**config.mk**
```make
export PLATFORM = sky130hd
export DESIGN_NAME = pipe_id_exe_reg
export DESIGN_NICKNAME = d
export VERILOG_FILES = /design/src/rtl/pipe_id_exe_reg.sv
export SDC_FILE = /design/constraint.sdc
export NUM_CORES = 1
export LEC_CHECK = 0
export ABC_AREA = 1
export CORE_AREA = 3 3 156 158
export DETAILED_ROUTE_END_ITERATION = 8
export DIE_AREA = 0 0 159 161
export PLACE_DENSITY = 0.73
export SETUP_SLACK_MARGIN = 0.02
export SLEW_MARGIN = 10
export SYNTH_ARGS = -nofsm -noshare
export SYNTH_HDL_FRONTEND = slang
export SYNTH_SLANG_ARGS = --single-unit
```
**constraint.sdc**
```tcl
create_clock -name clock -period 11.9 [get_ports clock]
set_input_delay 2.38 -clock clock [delete_from_list [all_inputs] [get_ports clock]]
set_output_delay 2.38 -clock clock [all_outputs]
set_load 0.03 [all_outputs]
```
**src/rtl/pipe_id_exe_reg.sv**
```systemverilog
// ID->EXE pipeline register with EXE/MEM operand forwarding, load-use stall and flush kill.
// Control fields are cleared on bubbles; the datapath fields always load because they are
// don't-care while evalid is low.
module pipe_id_exe_reg #(
  parameter logic [3:0] BUBBLE_ALUC = 4'b0000
) (
  input  logic        clock,
  input  logic        reset,
  input  logic        dvalid,
  input  logic        dwreg,
  input  logic        dm2reg,
  input  logic        dwmem,
  input  logic        djal,
  input  logic        daluimm,
  input  logic        dshift,
  input  logic [3:0]  daluc,
  input  logic [31:0] da,
  input  logic [31:0] db,
  input  logic [31:0] dimm,
  input  logic [31:0] dpc4,
  input  logic [4:0]  drs,
  input  logic [4:0]  drt,
  input  logic        duse_rs,
  input  logic        duse_rt,
  input  logic [4:0]  drn,
  input  logic [31:0] ealu,
  input  logic        mwreg,
  input  logic        mm2reg,
  input  logic [4:0]  mrn,
  input  logic [31:0] malu,
  input  logic [31:0] mmo,
  input  logic        flush,
  output logic        stall,
  output logic        evalid,
  output logic        ewreg,
  output logic        em2reg,
  output logic        ewmem,
  output logic        ejal,
  output logic        ealuimm,
  output logic        eshift,
  output logic [3:0]  ealuc,
  output logic [31:0] ea,
  output logic [31:0] eb,
  output logic [31:0] eimm,
  output logic [31:0] epc4,
  output logic [4:0]  ern0
);

  logic        evalid_q, evalid_d;
  logic        ewreg_q, ewreg_d;
  logic        em2reg_q, em2reg_d;
  logic        ewmem_q, ewmem_d;
  logic        ejal_q, ejal_d;
  logic        ealuimm_q, ealuimm_d;
  logic        eshift_q, eshift_d;
  logic [3:0]  ealuc_q, ealuc_d;
  logic [31:0] ea_q, ea_d;
  logic [31:0] eb_q, eb_d;
  logic [31:0] eimm_q, eimm_d;
  logic [31:0] epc4_q, epc4_d;
  logic [4:0]  ern0_q, ern0_d;

  logic [4:0]  ern;
  logic        e_wr;
  logic        e_fwd;
  logic        m_wr;
  logic [31:0] m_val;
  logic [31:0] fwd_a;
  logic [31:0] fwd_b;
  logic        hazard;
  logic        load;

  function automatic logic [31:0] fwd_sel(
    input logic [4:0]  src,
    input logic [31:0] rf,
    input logic        e_ok,
    input logic [4:0]  e_rn,
    input logic [31:0] e_val,
    input logic        m_ok,
    input logic [4:0]  m_rn,
    input logic [31:0] m_v
  );
    if (e_ok && (e_rn == src)) begin
      return e_val;
    end
    if (m_ok && (m_rn == src)) begin
      return m_v;
    end
    return rf;
  endfunction

  // jal writes r31 regardless of the decoded destination.
  assign ern   = ern0_q | {5{ejal_q}};
  assign e_wr  = evalid_q & ewreg_q & (ern != 5'd0);
  // A load in EXE has no data yet, so it can only stall, never forward.
  assign e_fwd = e_wr & ~em2reg_q;
  assign m_wr  = mwreg & (mrn != 5'd0);
  assign m_val = mm2reg ? mmo : malu;

  always_comb begin
    fwd_a = fwd_sel(drs, da, e_fwd, ern, ealu, m_wr, mrn, m_val);
    fwd_b = fwd_sel(drt, db, e_fwd, ern, ealu, m_wr, mrn, m_val);
  end

  assign hazard = dvalid & e_wr & em2reg_q &
                  ((duse_rs & (ern == drs)) | (duse_rt & (ern == drt)));
  assign stall  = hazard & ~flush;
  assign load   = dvalid & ~flush & ~hazard;

  always_comb begin
    evalid_d  = 1'b0;
    ewreg_d   = 1'b0;
    em2reg_d  = 1'b0;
    ewmem_d   = 1'b0;
    ejal_d    = 1'b0;
    ealuimm_d = 1'b0;
    eshift_d  = 1'b0;
    ealuc_d   = BUBBLE_ALUC;
    ea_d      = fwd_a;
    eb_d      = fwd_b;
    eimm_d    = dimm;
    epc4_d    = dpc4;
    ern0_d    = drn;
    if (load) begin
      evalid_d  = 1'b1;
      ewreg_d   = dwreg;
      em2reg_d  = dm2reg;
      ewmem_d   = dwmem;
      ejal_d    = djal;
      ealuimm_d = daluimm;
      eshift_d  = dshift;
      ealuc_d   = daluc;
    end
  end

  always_ff @(posedge clock or posedge reset) begin
    if (reset) begin
      evalid_q  <= 1'b0;
      ewreg_q   <= 1'b0;
      em2reg_q  <= 1'b0;
      ewmem_q   <= 1'b0;
      ejal_q    <= 1'b0;
      ealuimm_q <= 1'b0;
      eshift_q  <= 1'b0;
      ealuc_q   <= BUBBLE_ALUC;
      ea_q      <= 32'd0;
      eb_q      <= 32'd0;
      eimm_q    <= 32'd0;
      epc4_q    <= 32'd0;
      ern0_q    <= 5'd0;
    end else begin
      evalid_q  <= evalid_d;
      ewreg_q   <= ewreg_d;
      em2reg_q  <= em2reg_d;
      ewmem_q   <= ewmem_d;
      ejal_q    <= ejal_d;
      ealuimm_q <= ealuimm_d;
      eshift_q  <= eshift_d;
      ealuc_q   <= ealuc_d;
      ea_q      <= ea_d;
      eb_q      <= eb_d;
      eimm_q    <= eimm_d;
      epc4_q    <= epc4_d;
      ern0_q    <= ern0_d;
    end
  end

  assign evalid  = evalid_q;
  assign ewreg   = ewreg_q;
  assign em2reg  = em2reg_q;
  assign ewmem   = ewmem_q;
  assign ejal    = ejal_q;
  assign ealuimm = ealuimm_q;
  assign eshift  = eshift_q;
  assign ealuc   = ealuc_q;
  assign ea      = ea_q;
  assign eb      = eb_q;
  assign eimm    = eimm_q;
  assign epc4    = epc4_q;
  assign ern0    = ern0_q;

endmodule
```
# Word level (Yosys, flattened, before mapping)
# Index checks and enable logic that the tools add are counted.
dict set report totals {
  reg_bits 144
  out_inout_bits 145
}
dict set report classes {
  bitwise_logic 17
  n_reduce_logical 6
  eq_ne 4
  mux 23
}
# op n
set ops {}
lappend ops {{two-way mux 32 bit} 9}
lappend ops {{equality test 5 bit} 4}
lappend ops {{two-way mux 1 bit} 13}
lappend ops {{bitwise AND 1 bit} 12}
lappend ops {{nonzero test 5 bit} 2}
lappend ops {{OR 5 bit} 1}
lappend ops {{logical AND 1 bit} 4}
lappend ops {{two-way mux 4 bit} 1}
lappend ops {{NOT 1 bit} 3}
lappend ops {{OR 1 bit} 1}

# Depth between registers and ports, before layout
# Gate-level depths: netlist of the first run.
dict set report depth {
  word_depth 9
  ltp_mapped 12
  depth_no_buf 10
}

# Worst setup path after synthesis of the first run
# Ideal clock, no wire load.
dict set report synth_path {
  path_kind {input to output}
  startpoint {input drt[3]}
  endpoint {output stall}
  setup_slack_ns 6.209
  cell_stages 9
  arrival_ns 3.311
  path_buffers 0
  path_cell_list {inv_1 nand2_1 nand2_1 nand2_1 nor2_1 nand3_1 nand2_1 nand2_1 nor2_1}
}
dict set report synth_via {
  elab_chain_cells 5
}
# element line_no
set synth_rtl {}
lappend synth_rtl {{from (decl)} 22} ;# input logic [4:0] drt,
lappend synth_rtl {{equality test 5 bit} 106} ;# ((duse_rs & (ern == drs)) | (duse_rt & (ern == drt)));
lappend synth_rtl {{bitwise AND 1 bit} 106}
lappend synth_rtl {{OR 1 bit} 106}
lappend synth_rtl {{bitwise AND 1 bit} 105} ;# assign hazard = dvalid & e_wr & em2reg_q &
lappend synth_rtl {{bitwise AND 1 bit} 107} ;# assign stall = hazard & ~flush;
lappend synth_rtl {{to (decl)} 33} ;# output logic stall,
# Every way passes these cells.

# Worst setup path after layout of the first run
dict set report layout_path {
  startpoint {input drt[4]}
  endpoint {output stall}
}
# Same word-level chain as after synthesis.

==> flow_summary.json, run 1 <==
{
  "crit_path_max_fanout": 3,
  "hold_viol_final": 0,
  "hold_path.class": "reg2reg",
  "nFillCells": 2196,
  "ys_seq_elements": 144,
  "cts.sinks": 144,
  "setup_viol": 0,
  "ys_warn_count": 0,
  "tightest_slew_ns": 1.00,
  "synth_cell_types": 30,
  "clock.fmax_mhz": 147,
  "ys_async_sr_fraction_pct": 100,
  "period_share_pct": 57.1,
  "routed-via-count": 6373,
  "synth.cell_area_um2": 6420,
  "slew_headroom_pct": 33.1,
  "rsz0062_at_grt": "false",
  "cts_buffers": 17,
  "skew_ns": 0.0120,
  "clk_pin_slew_ns": 0.06,
  "avgRoutedWirePerCell_um": 19.0,
  "gp_congestion": 0.866,
  "power_mw": 1.35,
  "required_ns": 9.52,
  "worstSetupEndpointType": "output port",
  "path_class": "in2out",
  "die_w_um": 159,
  "grt_pass1_vias": 6753,
  "synth_nets": 970,
  "gr-total-overflow": 0,
  "firstDrtPassIters": 4,
  "first_iter_violations": 340,
  "syn_to_final_growth_pct": 76.2,
  "drive_gt1_share_pct": 5.92,
  "clk_latency_ns": 0.41,
  "num_rows": 56,
  "tritoncts": "built",
  "dieHeight_um": 161,
  "p_leak_nw": 5.25,
  "core_region_area_um2": 23300,
  "post-route-drc-count": 0,
  "tns_ns": 0,
  "yosysSeqAreaShare_pct": 56.1,
  "nets": 1365,
  "status": "finished clean",
  "syn_avg_cell_area_um2": 9.07,
  "p_per_area_nw_per_um2": 119,
  "root_buffer": "clkbuf_16",
  "synth-edff-count": 0,
  "synth_most_common_cell": "nand2_1",
  "grt_max_degree": 77,
  "syn_inst": 708,
  "wl_mm": 27.3,
  "synthFlopType": "dfrtp_1",
  "ctsResizeCount": 0,
  "drtAntennaViolNets": 0,
  "drt-vias-per-instance": 4.44,
  "fin_crit_ns": 6.80,
  "finalMaxSlewViolations": 0,
  "place_hpwl_mm": 19.6,
  "hold_buffers": 0,
  "ys_top_cells_by_count": "184 x nand2_1, 163 x nand3_1, 144 x dfrtp_1",
  "final_util_pct": 48.6,
  "antenna_found_initial": 3,
  "post_cts_buffers": 0,
  "start_kind": "input port",
  "critPathArrivalTime_ns": 4.42,
  "die_area_um2": 25600,
  "clockBufferDepth": 2,
  "grt_pass1_wl_mm": 40.6,
  "synth_top_area_share_pct": 56.1,
  "htreeDepth": 4,
  "grt_use_total_pct": 21.0,
  "ir_worst_vdd_v": 0.0000742,
  "start_util_pct": 27.6,
  "synth_area_leader_cell": "dfrtp_1",
  "yosys-top-cells-area": "dfrtp_1 56%, nand3_1 13%, nand2_1 11%",
  "ios": 407,
  "maxCapViolCount": 0,
  "portBuffers": 406
}
==> area by class of cell <==
type                    instances  area, µm²  share of cell area, %
diodes                          2       5.00                 0.0442
clock buffers                  19        433                   3.83
clock inverters                12        136                   1.21
inverters                      88        343                   3.03
multi-input cells             437       2260                   20.0
flip-flops and latches        144       3600                   31.9
well taps                     319        399                   3.53
repair buffers                415       4130                   36.5
==> kinds of logic (layout without fill, tap and decap cells) <==
logic type,after synthesis,count (layout),share of synthesized area (%)
other,0,2,0
XOR/XNOR,12,12,1.75
buffers and inverters,127,534,8.93
multiplexers,32,32,4.99
AND/OR/NAND/NOR,387,387,27.6
AO/OA/AOI/OAI,6,6,0.624
flip-flops,144,144,56.1
==> metrics by stage <==
| stage | instances | setup WS (ns) | instance area, µm² | hold WS (ns) |
|---|---|---|---|---|
| after global routing | 1436 | 4.96 | 11300 | 1.04 |
| final | 1436 | 5.10 | 11300 | 0.981 |
| after floorplan | 708 | 5.65 | 6420 | 0.790 |
| after detailed placement | 1403 | 5.10 | 10700 | 0.983 |
| after global placement | 1403 | 5.12 | 10700 | 0.977 |
| after CTS | 1434 | 5.10 | 11300 | 0.998 |
==> path summary, 6_finish.rpt <==
| path | from | to | slack [ns] | depth (start not counted) |
|---|---|---|---|---|
| worst min-delay path | em2reg | eb[19] | 0.98 | 4 |
| max in group asynchronous | reset | ea[24] | 8.06 | 3 |
| worst max-delay path | drt[4] | stall | 5.10 | 10 |
| worst max register to register | ejal | eb[28] | 8.77 | 8 |
| min in group asynchronous | reset | eb[31] | 2.48 | 2 |
| worst min register to register | em2reg | eb[19] | 0.98 | 4 |
==> critical path, cell delays in order <==
cell             delay [ns]
clkdlybuf4s50_1        0.51
o21ai_0                0.10
nand2_1                0.09
nand2_1                0.10
nor2_1                 0.17
nand3_1                0.10
nand2_1                0.08
nand2_1                0.09
nor2_1                 0.11
clkdlybuf4s50_1        0.68
==> report_power, final <==
group	internal, mW	switching [mW]	leakage, nW
Combinational	0.145	0.151	3.29
Clock	0.310	0.218	0.270
Sequential	0.516	0.00948	1.70
==> placed cells by master, fill, tap and decap left out, drive strengths merged, types with 7 or more instances in the layout <==
master	n
clkbuf	19
xor2	7
buf	10
dfrtp	144
nor2	27
clkdlybuf4s50	405
nand2	190
nand3	164
inv	91
mux2i	32
==> registers in the layout (all words and copies together) (netlist names) <==
register and flops:
ea 32, ealuc 4, ealuimm 1, eb 32, eimm 32, ejal 1
em2reg 1, epc4 32, ern0 5, eshift 1, evalid 1, ewmem 1
ewreg 1
==> routing by layer <==
layer  track usage (%)  vias up  share of wire (%)
li1                  -     3026                  -
met1              24.8     2958                 38
met2              37.4      357                 52
met3              5.62       30                8.3
met4              6.53        2                1.6
met5                 0        -              0.048
(Power assumes the default switching activity.)
==> inputs of run 2 (changes only) <==
--- a/config.mk
+++ b/config.mk
@@ -6,10 +6,10 @@
 export NUM_CORES = 1
 export LEC_CHECK = 0
 export ABC_AREA = 1
-export CORE_AREA = 3 3 156 158
+export CORE_AREA = 3 3 157 159
 export DETAILED_ROUTE_END_ITERATION = 8
-export DIE_AREA = 0 0 159 161
-export PLACE_DENSITY = 0.73
+export DIE_AREA = 0 0 160 162
+export PLACE_DENSITY = 0.74
 export SETUP_SLACK_MARGIN = 0.02
 export SLEW_MARGIN = 10
 export SYNTH_ARGS = -nofsm -noshare
==> constraint.sdc (replaced) <==
create_clock -name clock -period 6.22 [get_ports clock]
set_input_delay 1.244 -clock clock [delete_from_list [all_inputs] [get_ports clock]]
set_output_delay 1.244 -clock clock [all_outputs]
set_load 0.03 [all_outputs]
==> run 2 against run 1 <==
Worst setup slack got worse by 3.4 ns. Count of clock-buffer cells in the layout down 1. Routed wire length shrank 0.89%. Critical endpoint unchanged. Global-route usage is 0.82 points lower. Critical path depth is the same. Core utilization decreased by 0.20 points. Worst hold slack got worse by 0.13 ns. First-iteration DRC count increased by 8.5%.
==> flow_summary.json, run 2 (synthesis gave the netlist of run 1 again) <==
{
  "setup_viol": 0,
  "routed-via-count": 6510,
  "placed_cells": 1403,
  "worstSetupEndpointType": "output port",
  "rsz0062_at_grt": "false",
  "nets": 1365,
  "crit_path_frequent_cell": "nand2_1",
  "gp_congestion": 0.928,
  "tritoncts": "built",
  "die_area_um2": 25900,
  "required_ns": 4.98,
  "slowest_stage": "clkdlybuf4s50_1",
  "p_leak_nw": 5.27,
  "final_util_pct": 48.4,
  "min_from": "em2reg",
  "r2r_start": "ejal",
  "cts.sinks": 144,
  "grt_pass1_vias": 6891,
  "nFillCells": 2213,
  "crit_chain": "clkdlybuf4s50_1, o21ai_0, nand2_1, nand2_1, nor2_1, nand3_1, nand2_1, nand2_1, nor2_1, clkdlybuf4s50_1",
  "antenna_found_initial": 0,
  "period_share_pct": 72.0,
  "hold_buffers": 0,
  "firstDrtPassIters": 5,
  "wl_mm": 27.1,
  "m1WireLength_mm": 10.1,
  "clock.fmax_mhz": 223,
  "grt_max_degree": 100,
  "ir_worst_vdd_v": 0.000200,
  "htreeDepth": 4,
  "layout_setup_ws_ns": 1.74,
  "drt-vias-per-instance": 4.54,
  "dp_slack_ns": 1.78,
  "drtAntennaViolNets": 0,
  "tns_ns": 0,
  "gr-total-overflow": 0,
  "core_region_area_um2": 23400,
  "status": "finished clean",
  "root_buffer": "clkbuf_16",
  "clk_latency_ns": 0.41,
  "finalMaxSlewViolations": 0,
  "max_stage_delay_ns": 0.67,
  "dieHeight_um": 162,
  "critPathArrivalTime_ns": 3.24,
  "p_per_area_nw_per_um2": 232,
  "path_buf_inv": 2,
  "grt_pass1_wl_mm": 40.0,
  "ios": 407,
  "fin_crit_ns": 4.48,
  "final_cell_mix": "405 x clkdlybuf4s50_1, 184 x nand2_1, 162 x nand3_1, 144 x dfrtp_1, 83 x inv_1",
  "path_class": "in2out",
  "clk_pin_slew_ns": 0.07,
  "hold_path.class": "reg2reg",
  "die_w_um": 160,
  "r2r_slack_ns": 2.39,
  "crit_family": "buffers and inverters",
  "met2_length_mm": 14.1,
  "crit_path_max_fanout": 3,
  "maxCapViolCount": 0,
  "grt_use_total_pct": 20.2,
  "first_iter_violations": 369,
  "final_common_cell": "clkdlybuf4s50_1",
  "tightest_slew_ns": 1.07,
  "num_rows": 56,
  "drive_gt1_share_pct": 6.00,
  "crit_start": "drt[4]",
  "skew_ns": 0.0115,
  "place_hpwl_mm": 19.9,
  "post-route-drc-count": 0,
  "syn_to_final_growth_pct": 76.6,
  "start_util_pct": 27.4,
  "hold_viol_final": 0,
  "avgRoutedWirePerCell_um": 18.9,
  "stdcell_count": 1435,
  "clockBufferDepth": 2,
  "portBuffers": 406,
  "post_cts_buffers": 0,
  "cts_buffers": 17,
  "slew_headroom_pct": 28.2,
  "power_mw": 2.63,
  "wl_met3_mm": 2.33,
  "ctsResizeCount": 0,
  "topRoutingLayerUsed": "met4",
  "start_kind": "input port",
  "num_antenna_cells": 0
}
## run 2: cell count changes in the layout (fill, tap and decap cells not counted), sizes merged
cell      before  now
clkinv         4    3
clkbuf        19   18
diode          2    0
inv           91   95
clkinvlp       3    2
## run 2: routing by layer
layer	track usage, %	vias up
met5	0	-
met2	37.0	352
met3	6.02	38
met1	22.7	3094
li1	-	3026
met4	5.92	0
## run 2: stage by stage
stage | hold WS [ns] | instance area (µm²)
2_1_floorplan | 0.790 | 6420
3_3_place_gp | 0.843 | 10700
3_5_place_dp | 0.852 | 10700
4_1_cts | 0.851 | 11300
5_1_grt | 0.908 | 11300
6_report | 0.856 | 11300
## run 2: cell type report
type	count	area (µm²)	share of cell area, %
repair buffers	415	4130	36.4
flip-flops and latches	144	3600	31.8
inverters	88	343	3.02
well taps	319	399	3.52
clock buffers	18	429	3.79
multi-input cells	437	2260	20.0
clock inverters	14	170	1.50
## run 2: worst reg2reg max path, stage by stage (launching register included)
cell and delay (ns):
dfrtp_1 0.77, nor2_8 0.07, nand4_1 0.12, nand3_2 0.11, nor2_4 0.82, nand2_2 0.78, inv_2 0.85, nand2_1 0.12
nand2_1 0.13
## run 2: report_power, final
group,internal (mW),total [mW],switching (mW)
Sequential,0.988,1.01,0.0197
Clock,0.607,1.06,0.449
Combinational,0.278,0.568,0.290
## run 2: final timing paths
path / to / cells past startpoint
min reg2reg: eb[20] / 3
min: eb[20] / 3
min in group asynchronous: epc4[27] / 2
max reg2reg: ea[1] / 8
max in group asynchronous: epc4[22] / 3
max: stall / 10
==> inputs of run 3 (changes only) <==
--- a/config.mk
+++ b/config.mk
@@ -9,7 +9,7 @@
 export CORE_AREA = 3 3 157 159
 export DETAILED_ROUTE_END_ITERATION = 8
 export DIE_AREA = 0 0 160 162
-export PLACE_DENSITY = 0.74
+export PLACE_DENSITY = 0.72
 export SETUP_SLACK_MARGIN = 0.02
 export SLEW_MARGIN = 10
 export SYNTH_ARGS = -nofsm -noshare
==> constraint.sdc (replaced) <==
create_clock -name clock -period 4.16 [get_ports clock]
set_input_delay 0.832 -clock clock [delete_from_list [all_inputs] [get_ports clock]]
set_output_delay 0.832 -clock clock [all_outputs]
set_load 0.03 [all_outputs]
==> run 3 against run 2 <==
Clock power increased by 47%. Sequential cell count unchanged. Clock skew increased by 0.0074 ns. First-iteration DRC count increased by 37%. Non-clock buffer count increased by 3. Largest power group unchanged. Design area increased by 0.29%. Worst setup slack got worse by 1.3 ns. Critical path depth unchanged. Power increased by 48%. Largest cell class unchanged. Critical endpoint unchanged. Global-route usage decreased by 0.24 points. Routed wire length decreased by 1.1%.
==> flow_summary.json, run 3 (synthesis gave the netlist of run 1 again) <==
{
  "status": "finished clean",
  "min_from": "drn[0]",
  "cts.sinks": 144,
  "nets": 1368,
  "syn_to_final_growth_pct": 77.1,
  "required_ns": 3.33,
  "clock.fmax_mhz": 266,
  "hold_path.class": "in2reg",
  "crit_path_max_fanout": 3,
  "dp_slack_ns": 0.417,
  "rsz0062_at_grt": "false",
  "finalMaxSlewViolations": 0,
  "num_rows": 56,
  "clk_pin_slew_ns": 0.08,
  "path_class": "in2out",
  "tritoncts": "built",
  "p_per_area_nw_per_um2": 344,
  "layout_setup_ws_ns": 0.404,
  "worstSetupEndpointType": "output port",
  "gr-total-overflow": 0,
  "hold_viol_final": 0,
  "clk_latency_ns": 0.41,
  "drt-vias-per-instance": 4.47,
  "ios": 407,
  "slew_headroom_pct": 26.9,
  "grt_use_total_pct": 19.9,
  "fin_crit_ns": 3.76,
  "grt_pass1_vias": 6555,
  "nFillCells": 2231,
  "hold_buffers": 0,
  "avgRoutedWirePerCell_um": 18.6,
  "tns_ns": 0,
  "setup_viol": 0,
  "power_mw": 3.91,
  "wl_mm": 26.8,
  "first_iter_violations": 506,
  "die_area_um2": 25900,
  "root_buffer": "clkbuf_16",
  "antenna_found_initial": 3,
  "post_cts_buffers": 0,
  "grt_pass1_wl_mm": 39.4,
  "skew_ns": 0.0190,
  "start_util_pct": 27.4,
  "drtAntennaViolNets": 0,
  "ctsResizeCount": 0,
  "final_cell_mix": "405 x clkdlybuf4s50_1, 184 x nand2_1, 162 x nand3_1, 144 x dfrtp_1, 83 x inv_1",
  "p_leak_nw": 5.28,
  "grt_max_degree": 101,
  "firstDrtPassIters": 5,
  "start_kind": "input port",
  "die_w_um": 160,
  "crit_start": "drt[4]",
  "critPathArrivalTime_ns": 2.92,
  "tightest_slew_ns": 1.10,
  "portBuffers": 406,
  "drive_gt1_share_pct": 6.26,
  "final_util_pct": 48.6,
  "final_common_cell": "clkdlybuf4s50_1",
  "maxCapViolCount": 0,
  "core_region_area_um2": 23400,
  "clockBufferDepth": 2,
  "ir_worst_vdd_v": 0.000217,
  "gp_congestion": 0.880,
  "period_share_pct": 90.3,
  "dieHeight_um": 162,
  "cts_buffers": 17,
  "place_hpwl_mm": 19.8,
  "routed-via-count": 6431,
  "post-route-drc-count": 0,
  "htreeDepth": 4,
  "r2r_start": "ejal"
}
-- run 3: changes by cell type in the layout (fill, tap and decap cells not counted), sizes merged --
| cell | delta |
|---|---|
| clkinvlp | +1 |
| diode | +2 |
| buf | +3 |
| clkbuf | +1 |
| inv | -2 |
-- run 3: report_power, final --
group	switching, mW	internal [mW]	total, mW
Combinational	0.429	0.418	0.847
Clock	0.643	0.914	1.56
Sequential	0.0277	1.48	1.50
-- run 3: worst paths after layout --
check / end / slack [ns] / cells after the start
max in group asynchronous: eb[19] / 2.72 / 3
max reg2reg: eb[24] / 1.48 / 7
min: ern0[0] / 0.85 / 1
max: stall / 0.40 / 10
min reg2reg: evalid / 0.98 / 5
min in group asynchronous: epc4[0] / 0.89 / 3
-- run 3: worst max-delay path, stage by stage --
cell	delay (ns)
clkdlybuf4s50_1	0.51
o21ai_0	0.11
nand2_1	0.09
nand2_1	0.12
nor2_1	0.20
nand3_1	0.11
nand2_1	0.12
nand2_1	0.08
nor2_1	0.09
clkdlybuf4s50_1	0.67
-- run 3: final cells by class --
cell class                 count  area [µm²]  area share (%)
timing repair buffer         418        4160            36.6
sequential                   144        3600            31.7
multi-input combinational    437        2260            19.9
clock buffer                  19         443            3.90
tap                          319         399            3.51
inverter                      88         342            3.01
clock inverter                13         150            1.32
antenna                        2        5.00          0.0440
-- run 3: per-layer routing --
layer,GRT usage [%],vias up,wire length (µm)
met2,34.2,374,13500
met4,6.04,2,498
met3,6.45,41,2490
li1,-,3025,-
met5,0,-,12
met1,24.0,2989,10300
-- run 3: metrics by stage --
stage / std cells / hold slack [ns] / area, µm²
floorplan: 708 / 0.790 / 6420
detailed placement: 1406 / 0.977 / 10800
finish: 1440 / 0.847 / 11400
global route: 1440 / 0.825 / 11400
global placement: 1406 / 0.961 / 10800
CTS: 1438 / 0.829 / 11400
